<file path="src/rtl/io_port_pkg.sv">
// Shared definitions for the GPIO port bank: write-op encodings and bank limits.
package io_port_pkg;

  typedef enum logic [2:0] {
    OP_TRIS = 3'b000,
    OP_LAT  = 3'b001,
    OP_BSF  = 3'b010,
    OP_BCF  = 3'b011,
    OP_IOCM = 3'b100
  } wr_op_e;

  localparam int MAX_PORTS = 8;

endpackage

</file>
<file path="src/rtl/io_port_slice.sv">
// One GPIO port: direction, output latch, IOC mask/reference, input synchroniser
// and sticky interrupt-on-change flag.
module io_port_slice
  import io_port_pkg::*;
#(
  parameter int WIDTH       = 8,
  parameter int SYNC_STAGES = 2
) (
  input  logic             clk,
  input  logic             rst,
  input  logic             wr_en,
  input  logic [2:0]       wr_op,
  input  logic [WIDTH-1:0] w,
  input  logic             rd_en,
  input  logic             ioc_clr,
  input  logic [WIDTH-1:0] pin_in,
  output logic [WIDTH-1:0] tris,
  output logic [WIDTH-1:0] lat,
  output logic [WIDTH-1:0] sync_in,
  output logic             ioc_flag
);

  logic [WIDTH-1:0] sync_q [SYNC_STAGES];
  logic [WIDTH-1:0] ioc_mask;
  logic [WIDTH-1:0] ioc_ref;
  logic             mismatch;

  // NOTE: this is a handful of flops, not a RAM, so every stage is reset; real memories would be left unreset.
  always_ff @(posedge clk or posedge rst) begin
    if (rst) begin
      for (int i = 0; i < SYNC_STAGES; i++) sync_q[i] <= '0;
    end else begin
      sync_q[0] <= pin_in;
      for (int i = 1; i < SYNC_STAGES; i++) sync_q[i] <= sync_q[i-1];
    end
  end

  assign sync_in  = sync_q[SYNC_STAGES-1];
  assign mismatch = |((sync_in ^ ioc_ref) & ioc_mask & tris);

  // NOTE: sequential state uses non-blocking assignments so every flop samples pre-edge values.
  always_ff @(posedge clk or posedge rst) begin
    if (rst) begin
      tris     <= '1;
      lat      <= '0;
      ioc_mask <= '0;
      ioc_ref  <= '0;
      ioc_flag <= 1'b0;
    end else begin
      if (wr_en) begin
        case (wr_op)
          OP_TRIS: tris     <= w;
          OP_LAT:  lat      <= w;
          OP_BSF:  lat      <= lat | w;
          OP_BCF:  lat      <= lat & ~w;
          OP_IOCM: ioc_mask <= w;
          default: ;
        endcase
      end
      // Re-arming the reference on read or mask write avoids a stale mismatch.
      if (rd_en || (wr_en && wr_op == OP_IOCM)) ioc_ref <= sync_in;
      ioc_flag <= mismatch | (ioc_flag & ~ioc_clr);
    end
  end

endmodule

</file>
<file path="src/rtl/io_port_bank.sv">
// Parametrised GPIO bank: port select decode, registered read mux and irq OR over
// NUM_PORTS instances of io_port_slice.
module io_port_bank
  import io_port_pkg::*;
#(
  parameter int NUM_PORTS   = 2,
  parameter int WIDTH       = 8,
  parameter int SYNC_STAGES = 2
) (
  input  logic                       clk,
  input  logic                       rst,
  input  logic                       wr_en,
  input  logic [2:0]                 wr_op,
  input  logic [2:0]                 wr_sel,
  input  logic [WIDTH-1:0]           W,
  input  logic                       rd_en,
  input  logic [2:0]                 rd_sel,
  output logic [WIDTH-1:0]           rd_data,
  input  logic [NUM_PORTS-1:0]       ioc_clr,
  input  logic [NUM_PORTS*WIDTH-1:0] pin_in,
  output logic [NUM_PORTS*WIDTH-1:0] pin_out,
  output logic [NUM_PORTS*WIDTH-1:0] pin_oe,
  output logic [NUM_PORTS-1:0]       ioc_flag,
  output logic                       irq
);

  logic [WIDTH-1:0] tris    [NUM_PORTS];
  logic [WIDTH-1:0] lat     [NUM_PORTS];
  logic [WIDTH-1:0] sync_in [NUM_PORTS];
  logic [WIDTH-1:0] rd_mux;

  for (genvar p = 0; p < NUM_PORTS; p++) begin : g_port
    io_port_slice #(
      .WIDTH      (WIDTH),
      .SYNC_STAGES(SYNC_STAGES)
    ) u_slice (
      .clk     (clk),
      .rst     (rst),
      .wr_en   (wr_en && (wr_sel == 3'(p))),
      .wr_op   (wr_op),
      .w       (W),
      .rd_en   (rd_en && (rd_sel == 3'(p))),
      .ioc_clr (ioc_clr[p]),
      .pin_in  (pin_in[p*WIDTH +: WIDTH]),
      .tris    (tris[p]),
      .lat     (lat[p]),
      .sync_in (sync_in[p]),
      .ioc_flag(ioc_flag[p])
    );

    assign pin_out[p*WIDTH +: WIDTH] = lat[p];
    assign pin_oe[p*WIDTH +: WIDTH]  = ~tris[p];
  end

  // NOTE: default assigned first so no path through the select loop leaves rd_mux unassigned (no latch).
  always_comb begin
    rd_mux = '0;
    for (int p = 0; p < NUM_PORTS; p++) begin
      if (rd_sel == 3'(p)) rd_mux = (sync_in[p] & tris[p]) | (lat[p] & ~tris[p]);
    end
  end

  always_ff @(posedge clk or posedge rst) begin
    if (rst)        rd_data <= '0;
    else if (rd_en) rd_data <= rd_mux;
  end

  assign irq = |ioc_flag;

endmodule

</file>
<file path="config.mk">
export PLATFORM = sky130hd
export DESIGN_NAME = io_port_bank
export DESIGN_NICKNAME = d
export VERILOG_FILES = /design/src/rtl/io_port_pkg.sv /design/src/rtl/io_port_slice.sv /design/src/rtl/io_port_bank.sv
export SDC_FILE = /design/constraint.sdc
export NUM_CORES = 1
export LEC_CHECK = 0
export CAP_MARGIN = 20
export CORE_MARGIN = 2
export CORE_UTILIZATION = 52
export CTS_CLUSTER_DIAMETER = 120
export DETAILED_ROUTE_END_ITERATION = 7
export GPL_TIMING_DRIVEN = 0
export HOLD_SLACK_MARGIN = 0.15
export PLACE_DENSITY = 0.8
export RECOVER_POWER = 100
export SLEW_MARGIN = 20
export SYNTH_ARGS = -nofsm -noshare
export SYNTH_HDL_FRONTEND = slang
export SYNTH_HIERARCHICAL = 1
export SYNTH_SLANG_ARGS = --single-unit
</file>
<file path="constraint.sdc">
create_clock -name clk -period 1.5 [get_ports clk]
set_input_delay 0.225 -clock clk [delete_from_list [all_inputs] [get_ports clk]]
set_output_delay 0.225 -clock clk [all_outputs]
set_load 0.02 [all_outputs]
</file>
==> results of run 1 <==
per-stage QoR:
step | TNS, ps | utilization | hold WS, ps
after detailed placement | -49560 | 0.661 | 335
after global routing | -8.27 | 0.697 | 325
final | 0 | 0.697 | 297
after CTS | 0 | 0.700 | 212
after floorplan | -393 | - | 40.7
after global placement | -120120 | 0.655 | 331
area by class of cell:
type	count	area [µm²]	share of cell area
Timing Repair Buffer	100	923	0.161
Clock inverter	6	65.1	0.0114
Sequential cell	106	2670	0.466
Clock buffer	10	128	0.0223
Multi-Input combinational cell	169	1560	0.272
Tap cell	105	131	0.0229
Buffer	17	128	0.0223
Inverter	33	124	0.0216
placed cells by master (no fill, tap or decap), types with 2 or more instances in the layout:
master,count
clkbuf_2,11
dfstp_2,16
buf_4,29
dlygate4sd3_1,17
nand2b_1,2
xnor2_1,2
dlygate4sd2_1,30
nor2_2,3
clkdlybuf4s15_2,3
a31oi_1,2
nor3_4,4
clkbuf_8,9
dfrtp_1,90
nor2_4,2
xor2_1,16
clkdlybuf4s15_1,4
mux2_1,16
a22oi_1,8
nor4bb_4,2
buf_6,3
mux2_2,48
nand3_1,10
inv_6,2
buf_12,3
buf_2,2
clkdlybuf4s50_1,14
a32oi_1,2
and3_1,2
inv_1,33
clkinv_2,2
nand4_1,2
a22o_1,16
o21ai_0,23
nor4b_4,2
and4_1,2
worst max-delay path, stage by stage (launching register included):
cell             delay [ps]
dfstp_2                 580
inv_1                    60
clkdlybuf4s15_2         250
routing by layer:
| layer | share of wire | vias up | track usage |
|---|---|---|---|
| met3 | 0.064 | 27 | 0.0384 |
| met4 | 0.031 | 0 | 0.119 |
| met5 | 0 | - | 0 |
| met1 | 0.41 | 1470 | 0.294 |
| li1 | - | 1349 | - |
| met2 | 0.49 | 109 | 0.354 |
what timing repair did:
item / 4_1_cts / 5_1_grt
pin swaps: 7 / 4
resized for setup: 80 / 21
setup buffers: 15 / 2
endpoints found under the setup margin: 112 / 44
hold buffers: 0 / 0
cell families after synthesis:
family,Yosys count
buffers and inverters,50
xor gates and xnor gates,18
and+or+nand+nor,35
AOI/OAI and AO/OA,52
muxes,64
DFF,106
flip-flops by register name (all words and copies together), names as in the netlist:
name,flops
g_port.u_slice/tris,16
g_port.u_slice/ioc_mask,16
rd_data,8
g_port.u_slice/lat,16
g_port.u_slice/sync_in,16
g_port.u_slice/ioc_flag,2
g_port.u_slice/sync_q,16
g_port.u_slice/ioc_ref,16
worst paths after layout:
| path | startpoint | end | depth (start not counted) |
|---|---|---|---|
| max | g_port[0].u_slice/tris[3] | pin_oe[3] | 2 |
| min | rst | rd_data[7] | 2 |
| max reg2reg | g_port[0].u_slice/tris[4] | rd_data[4] | 4 |
| min reg2reg | g_port[1].u_slice/sync_q[11] | g_port[1].u_slice/sync_in[3] | 0 |
| max in group asynchronous | rst | g_port[0].u_slice/tris[3] | 3 |
| min in group clk | g_port[1].u_slice/sync_q[11] | g_port[1].u_slice/sync_in[3] | 0 |
power groups by stage:
| stage | sequential (mW) | clock (mW) | combinational (mW) |
|---|---|---|---|
| 2_1_floorplan | 3.73 | 0 | 0.722 |
| 3_3_place_gp | 3.64 | 0 | 1.52 |
| 3_5_place_dp | 3.66 | 0 | 1.58 |
| 4_1_cts | 3.59 | 1.77 | 1.49 |
| 5_1_grt | 3.64 | 1.91 | 1.58 |
| 6_report | 3.59 | 1.74 | 1.46 |
==> summary.md, run 1 <==
| Metric | Value |
|---|---|
| Status | completed |
| WL final | 9.54 mm |
| Area contributors post-synth | dfrtp_1 51%, mux2_2 12%, dfstp_2 9.5% |
| Final Skew | 11.8 ps |
| Clock sink total | 106 |
| Area grow syn2layout | 29.9% |
| Synthesized area per cell | 13.6 µm² |
| Diodes inserted | 0 |
| Mapped Area | 4410 µm² |
| Clock buffer count from CTS | 9 |
| Endpoint class of the critical path | primary output |
| Clock Power Share | 0.256 |
| Drt first pass iters | 4 |
| NetSw | 1.97 mW |
| IO Pins | 82 |
| Final net count | 475 |
| Placed insts | 513 |
| Post-Synth XOR/XNOR Area | 0.0357 |
| Post-route DRC | 0 |
| GP Congestion | 0.847 |
| CTS tree | built |
| Minimum clock period | 1470 ps |
| Layout Cell Area excl Fill | 5730 µm² |
| Period utilization | 0.977 |
| Post-DP Area | 5430 µm² |
| Yosys warnings | 6 |
| Initial cell density of the core | 0.537 |
| Seq/Total Area, Yosys | 0.606 |
| Drt wl/cell | 17.5 µm |
| Crit Path Class | register to primary output |
| Final Hold Violating Endpoints | 0 |
| Simple-gate portion of the synthesized area | 0.0593 |
| Post-synthesis async set-or-reset flop share | 1.00 |
| P per Cell Area | 1180 nW/µm² |
| Post-synthesis mux area share | 0.163 |
| Max Cap Viol | 0 |
| WP data arrival | 1240 ps |
| Vias per cell | 5.41 |
| Pin count of the biggest net entering global routing | 30 |
| Vias in the first global route | 3029 |
| Mapped Cells | 325 |
| Die width | 96.1 µm |
| Final Power | 6.79 mW |
| Pre-CTS WS | -858 ps |
| Non-filler cells in the finished layout | 546 |
| R2r setup slk | 60 ps |
| H-tree depth | 3 |
| Int Pwr | 4.81 mW |
| Top FF cell, synth | dfrtp_1 |
| Area share of fa/ha/maj cells after synthesis | 0 |
| Global-route wire length before repair | 14.9 mm |
| Comb power frac | 0.216 |
| Initial antenna violation count | 0 |
| Core area | 8220 µm² |
| Share of post-route cells with drive strength above 1 | 0.331 |
| Slew @ Worst Pin | 992 ps |
| Leakage power | 2.67 nW |
| Fillers | 611 |
| Top-count cell post-synth | dfrtp_1 |
| Synth top cells by count | 90 x dfrtp_1, 48 x mux2_2, 33 x inv_1, 24 x o21ai_0 |
| Die H | 96.1 µm |
| Sequential cell fraction of total power | 0.529 |
| Starting DRC count in detailed routing | 158 |
| Peak VDD IR | 0.000581 V |
| Global route overflow | 0 |
| Yosys reg bits | 106 |
| PortBufs | 81 |
| Post-synth EDFFs | 0 |
| CP Launch Type | register |
| Pins over their slew limit | 0 |
| Die area | 9240 µm² |
| Area share of the largest cell type after synthesis | 0.510 |
| Synth unique cells | 28 |
| Slew headroom | 0.338 |
| Clk slew on worst S/H paths | 100 ps |
| Core Rows | 33 |
| Largest area contributor in the netlist | dfrtp_1 |
| Main combinational cell family by area after synthesis | multiplexers |
| Final setup margin | 34.3 ps |
| Max FO, Critical Path | 4 |
| Post-synthesis compound-gate area fraction | 0.0794 |
| Final setup vio count | 0 |
| CP required | 1270 ps |
| Mapped Nets | 364 |
| ANT nets after route | 0 |
| Dpl hpwl | 6.84 mm |
| GRT Util Overall | 0.223 |
| Worst Hold Class | primary input to asynchronous set/reset pin |
| Via Count | 2955 |
| Net Sw Frac | 0.291 |
| CTS Root Cell | clkbuf_8 |
| Peak Freq | 682 MHz |
| Clk buf depth | 2 |
| Skew-Pair Late Insertion Delay | 370 ps |
Note: power is estimated with default switching activity, not from simulation.
==> run 2, diff against run 1 <==
- CORE_ASPECT_RATIO: default -> 1.1
- CORE_MARGIN: 2 -> default
==> summary.md, run 2 (synthesis results as in run 1) <==
| Metric | Value |
|---|---|
| Final net count | 475 (unchanged) |
| RSZ-0062 raised after global routing | true |
| Drt wl/cell | 17.6 µm (+0.65%) |
| Post-route DRC | 0 (unchanged) |
| GP Congestion | 0.805 (-5.0%) |
| Core Rows | 34 (+3.0%) |
| Commonest non-fill, non-tap cell in the layout | dfrtp_1 |
| Grt peak-use layer | met2 |
| Vias per cell | 5.45 (+0.67%) |
| Final Skew | 12.5 ps (+0.753 ps) |
| Drt first pass iters | 4 (unchanged) |
| Most frequent cells in the layout | 90 x dfrtp_1, 47 x mux2_2, 33 x inv_1 |
| PortBufs | 81 (unchanged) |
| Leakage power | 2.66 nW (-0.44%) |
| Core area | 8080 µm² (-1.6%) |
| Initial antenna violation count | 0 (unchanged) |
| Endpoint class of the critical path | register |
| Final setup margin | 35.3 ps (+0.938 ps) |
| Peak Freq | 683 MHz (about the same) |
| ANT nets after route | 0 (unchanged) |
| CTS tree | built |
| GRT Util Overall | 0.235 (+0.0115) |
| Slew headroom | 0.465 (+0.127) |
| Die width | 89.8 µm (-6.5%) |
| WP data arrival | 1710 ps (+470 ps) |
| H-tree depth | 3 (unchanged) |
| Pre-CTS WS | -902 ps (-43.4 ps) |
| Starting DRC count in detailed routing | 189 (+20%) |
| Pin count of the biggest net entering global routing | 38 (+27%) |
| Status | completed |
| Period utilization | 0.976 (about the same) |
| Minimum clock period | 1460 ps (-0.938 ps) |
| Met1 Usage GRT | 0.308 (+0.0132) |
| WL final | 9.65 mm (+1.2%) |
| Share of post-route cells with drive strength above 1 | 0.308 (-0.0227) |
| P per Cell Area | 1230 nW/µm² (+3.8%) |
| CP required | 1750 ps (+480 ps) |
| Max Cap Viol | 0 (unchanged) |
| Global route overflow | 0 (unchanged) |
| Die area | 8860 µm² (-4.1%) |
| Peak VDD IR | 0.000644 V (+11%) |
| Hold-fix buffers, CTS | 0 (unchanged) |
| Clock sink total | 106 (unchanged) |
| Slew @ Worst Pin | 802 ps (-190 ps) |
| Clk slew on worst S/H paths | 100 ps (about the same) |
| IO Pins | 82 (unchanged) |
| M3 GR Usage | 0.0332 (-0.00519) |
| Global-route wire length before repair | 15.7 mm (+5.5%) |
| Final Hold Violating Endpoints | 0 (unchanged) |
| Initial cell density of the core | 0.546 (+0.00889) |
| Met2 global-route usage | 0.389 (+0.0346) |
| Final Power | 7.04 mW (+3.7%) |
| Clk buf depth | 2 (unchanged) |
| Die H | 98.6 µm (+2.6%) |
| Hold slack final | 330 ps (+33.1 ps) |
| Diodes inserted | 0 (unchanged) |
| Worst Hold Class | primary input to asynchronous set/reset pin |
| Vias in the first global route | 3036 (+0.23%) |
| Final setup vio count | 0 (unchanged) |
| Clock buffer count from CTS | 9 (unchanged) |
| Fin Setup TNS | 0 ps (unchanged) |
| CTS Root Cell | clkbuf_8 |
| Via Count | 2991 (+1.2%) |
| Max FO, Critical Path | 4 (unchanged) |
| Crit Path Class | primary input to register |
| Area grow syn2layout | 29.8% (about the same) |
| Core Util, Final | 0.708 (+0.0109) |
| Skew-Pair Late Insertion Delay | 360 ps (about the same) |
| Dpl hpwl | 6.88 mm (+0.56%) |
| Pins over their slew limit | 0 (unchanged) |
| Fillers | 568 (-7.0%) |
| CP Launch Type | primary input |
## run 2: cell type report
class                      instances  area [µm²]  area share
clock buffer                       9         124      0.0216
clock inverter                     7         106      0.0186
inverter                          33         124      0.0216
timing repair buffer             100         890       0.155
buffer                            17         128      0.0223
sequential                       106        2670       0.467
tap                              108         135      0.0236
multi-input combinational        169        1550       0.270
## run 2: power by group
part	internal, mW	leakage (nW)	switching, mW
clock network	0.973	0.117	0.992
registers	3.28	1.29	0.303
logic	0.754	1.26	0.735
total	5.01	2.66	2.03
## run 2: routing by layer
layer	up-vias	share of wire	wire length [µm]
met5	-	0	0
met4	0	0.033	323
met3	20	0.043	418
met2	111	0.50	4830
met1	1509	0.42	4090
li1	1351	-	-
## run 2: worst max-delay path: stages
cell and delay [ps]:
clkdlybuf4s15_2 220, nor4bb_4 340, nand2_1 140, nor3_4 280, buf_6 170, mux2_2 330
## run 2: what timing repair did
action                                  CTS  global route
hold endpoints to repair                  0             0
gates resized for setup                  79            22
pin swaps                                 7             2
setup buffers                            14             3
endpoints found under the setup margin  111            43
## run 2: final timing paths
path | start | endpoint | slack (ps) | cells past startpoint
setup / recovery | wr_sel[2] | g_port[1].u_slice/ioc_mask[7] | 40 | 6
hold / removal | rst | rd_data[1] | 330 | 2
setup reg to reg | g_port[0].u_slice/tris[5] | rd_data[5] | 90 | 4
hold reg to reg | g_port[1].u_slice/sync_q[11] | g_port[1].u_slice/sync_in[3] | 350 | 0
max in group asynchronous | rst | g_port[0].u_slice/tris[6] | 180 | 3
min in group clk | g_port[1].u_slice/sync_q[11] | g_port[1].u_slice/sync_in[3] | 350 | 0
## run 2: through the flow
step           std cells  area [µm²]
5_1_grt              549        5720
6_report             549        5720
4_1_cts              546        5760
2_1_floorplan        325        4440
3_3_place_gp         514        5390
3_5_place_dp         516        5430
==> run 3, diff against run 2 <==
- CORE_ASPECT_RATIO: 1.1 -> default
- GPL_ROUTABILITY_DRIVEN: default -> 0
- HOLD_SLACK_MARGIN: 0.15 -> default
==> summary.md, run 3 (synthesis results as in run 1) <==
| Metric | Value |
|---|---|
| Final Skew | 16.4 ps (+3.89 ps) |
| Max FO, Critical Path | 4 (unchanged) |
| ANT nets after route | 0 (unchanged) |
| Commonest non-fill, non-tap cell in the layout | dfrtp_1 |
| Pin count of the biggest net entering global routing | 37 (-2.6%) |
| Via Count | 2959 (-1.1%) |
| Post-route DRC | 0 (unchanged) |
| Starting DRC count in detailed routing | 136 (-28%) |
| IO Pins | 82 (unchanged) |
| Core area | 8220 µm² (+1.7%) |
| RSZ-0062 raised after global routing | false |
| CTS tree | built |
| CP Launch Type | primary input |
| Leakage power | 2.65 nW (-0.13%) |
| Diodes inserted | 0 (unchanged) |
| Clock sink total | 106 (unchanged) |
| Die area | 8860 µm² (about the same) |
| Dpl hpwl | 6.67 mm (-3.0%) |
| Max Cap Viol | 0 (unchanged) |
| Area grow syn2layout | 29.5% |
| Hold slack final | 297 ps (-32.2 ps) |
| Pre-CTS WS | -886 ps (+15.7 ps) |
| CTS Root Cell | clkbuf_8 |
| Slew @ Worst Pin | 661 ps (-141 ps) |
| Status | completed |
| Vias in the first global route | 3027 (-0.30%) |
| Global-route wire length before repair | 15.2 mm (-3.8%) |
| Initial cell density of the core | 0.537 (-0.00889) |
| Final Power | 6.94 mW (-1.4%) |
| Crit Path Class | primary input to register |
| PortBufs | 81 (unchanged) |
| Skew-Pair Late Insertion Delay | 370 ps (about the same) |
| Clk slew on worst S/H paths | 100 ps (about the same) |
| Die H | 94.1 µm (-4.6%) |
| Core Rows | 33 (-2.9%) |
| Clk buf depth | 2 (unchanged) |
| WL final | 9.42 mm (-2.4%) |
| Worst Hold Class | primary input to asynchronous set/reset pin |
| Vias per cell | 5.43 (-0.34%) |
| GRT Util Overall | 0.235 (+0.000363) |
| Clock buffer count from CTS | 9 (unchanged) |
| Global route overflow | 0 (unchanged) |
| Initial antenna violation count | 0 (unchanged) |
| P per Cell Area | 1210 nW/µm² (-1.2%) |
| Minimum clock period | 1490 ps (+20.5 ps) |
| Period utilization | 0.990 (+0.0137) |
| CP required | 1760 ps (about the same) |
| Peak VDD IR | 0.000607 V (-5.7%) |
| Drt wl/cell | 17.3 µm (-1.7%) |
| Final Hold Violating Endpoints | 0 (unchanged) |
| Final setup vio count | 0 (unchanged) |
| Core Util, Final | 0.695 (-0.0129) |
| Peak Freq | 673 MHz (-1.4%) |
| Hold-fix buffers, CTS | 0 (unchanged) |
| Share of post-route cells with drive strength above 1 | 0.305 (-0.00384) |
| Final net count | 475 (unchanged) |
| H-tree depth | 3 (unchanged) |
| Endpoint class of the critical path | register |
| Die width | 94.1 µm (+4.8%) |
| Most frequent cells in the layout | 90 x dfrtp_1, 48 x mux2_2, 33 x inv_1 |
| Drt first pass iters | 4 (unchanged) |
| WP data arrival | 1740 ps (+30 ps) |
| Pins over their slew limit | 0 (unchanged) |
| Slew headroom | 0.559 (+0.0942) |
| Final setup margin | 14.8 ps (-20.5 ps) |
run 3: worst paths after layout:
| check | startpoint | end | slack [ps] | cells after the start |
|---|---|---|---|---|
| max in group asynchronous | rst | g_port[1].u_slice/tris[3] | 210 | 3 |
| min | rst | rd_data[6] | 300 | 2 |
| max reg2reg | g_port[0].u_slice/tris[4] | rd_data[4] | 70 | 4 |
| max | wr_op[2] | g_port[1].u_slice/ioc_mask[3] | 10 | 5 |
| min in group clk | g_port[1].u_slice/sync_q[11] | g_port[1].u_slice/sync_in[3] | 350 | 0 |
| min reg2reg | g_port[1].u_slice/sync_q[11] | g_port[1].u_slice/sync_in[3] | 350 | 0 |
run 3: timing repair:
action / CTS / global route
resized for setup: 77 / 21
gates cloned: 0 / 0
setup buffers: 15 / 2
setup endpoints to repair: 114 / 44
pin swaps: 8 / 4
run 3: routing by layer:
metal  track usage  up-vias  part of all wire
met5             0        -                 0
met4         0.101        0             0.024
met3        0.0485       21             0.053
met2         0.383       91              0.49
met1         0.305     1497              0.43
li1              -     1350                 -
run 3: power breakdown:
group / internal (mW) / total, mW / switching, mW
Clock: 0.940 / 1.90 / 0.959
Sequential: 3.28 / 3.58 / 0.300
Combinational: 0.743 / 1.46 / 0.720
run 3: stage by stage:
step / std cells / instance area, µm² / setup TNS [ps]
global route: 545 / 5710 / 0
detailed placement: 513 / 5420 / -50760
CTS: 543 / 5760 / 0
global placement: 511 / 5380 / -121580
finish: 545 / 5710 / 0
floorplan: 325 / 4440 / -393
run 3: critical path, stage by stage:
cell	delay (ps)
clkdlybuf4s50_1	540
nand2_1	110
nor3_4	320
clkbuf_4	220
mux2_2	310
run 3: final cells by class:
cell class / count / area [µm²]
clock buffer: 9 / 124
sequential: 106 / 2670
tap: 105 / 131
fill: 577 / 2500
clock inverter: 6 / 90.1
inverter: 33 / 124
buffer: 17 / 125
multi-input combinational: 169 / 1540
timing repair buffer: 100 / 906
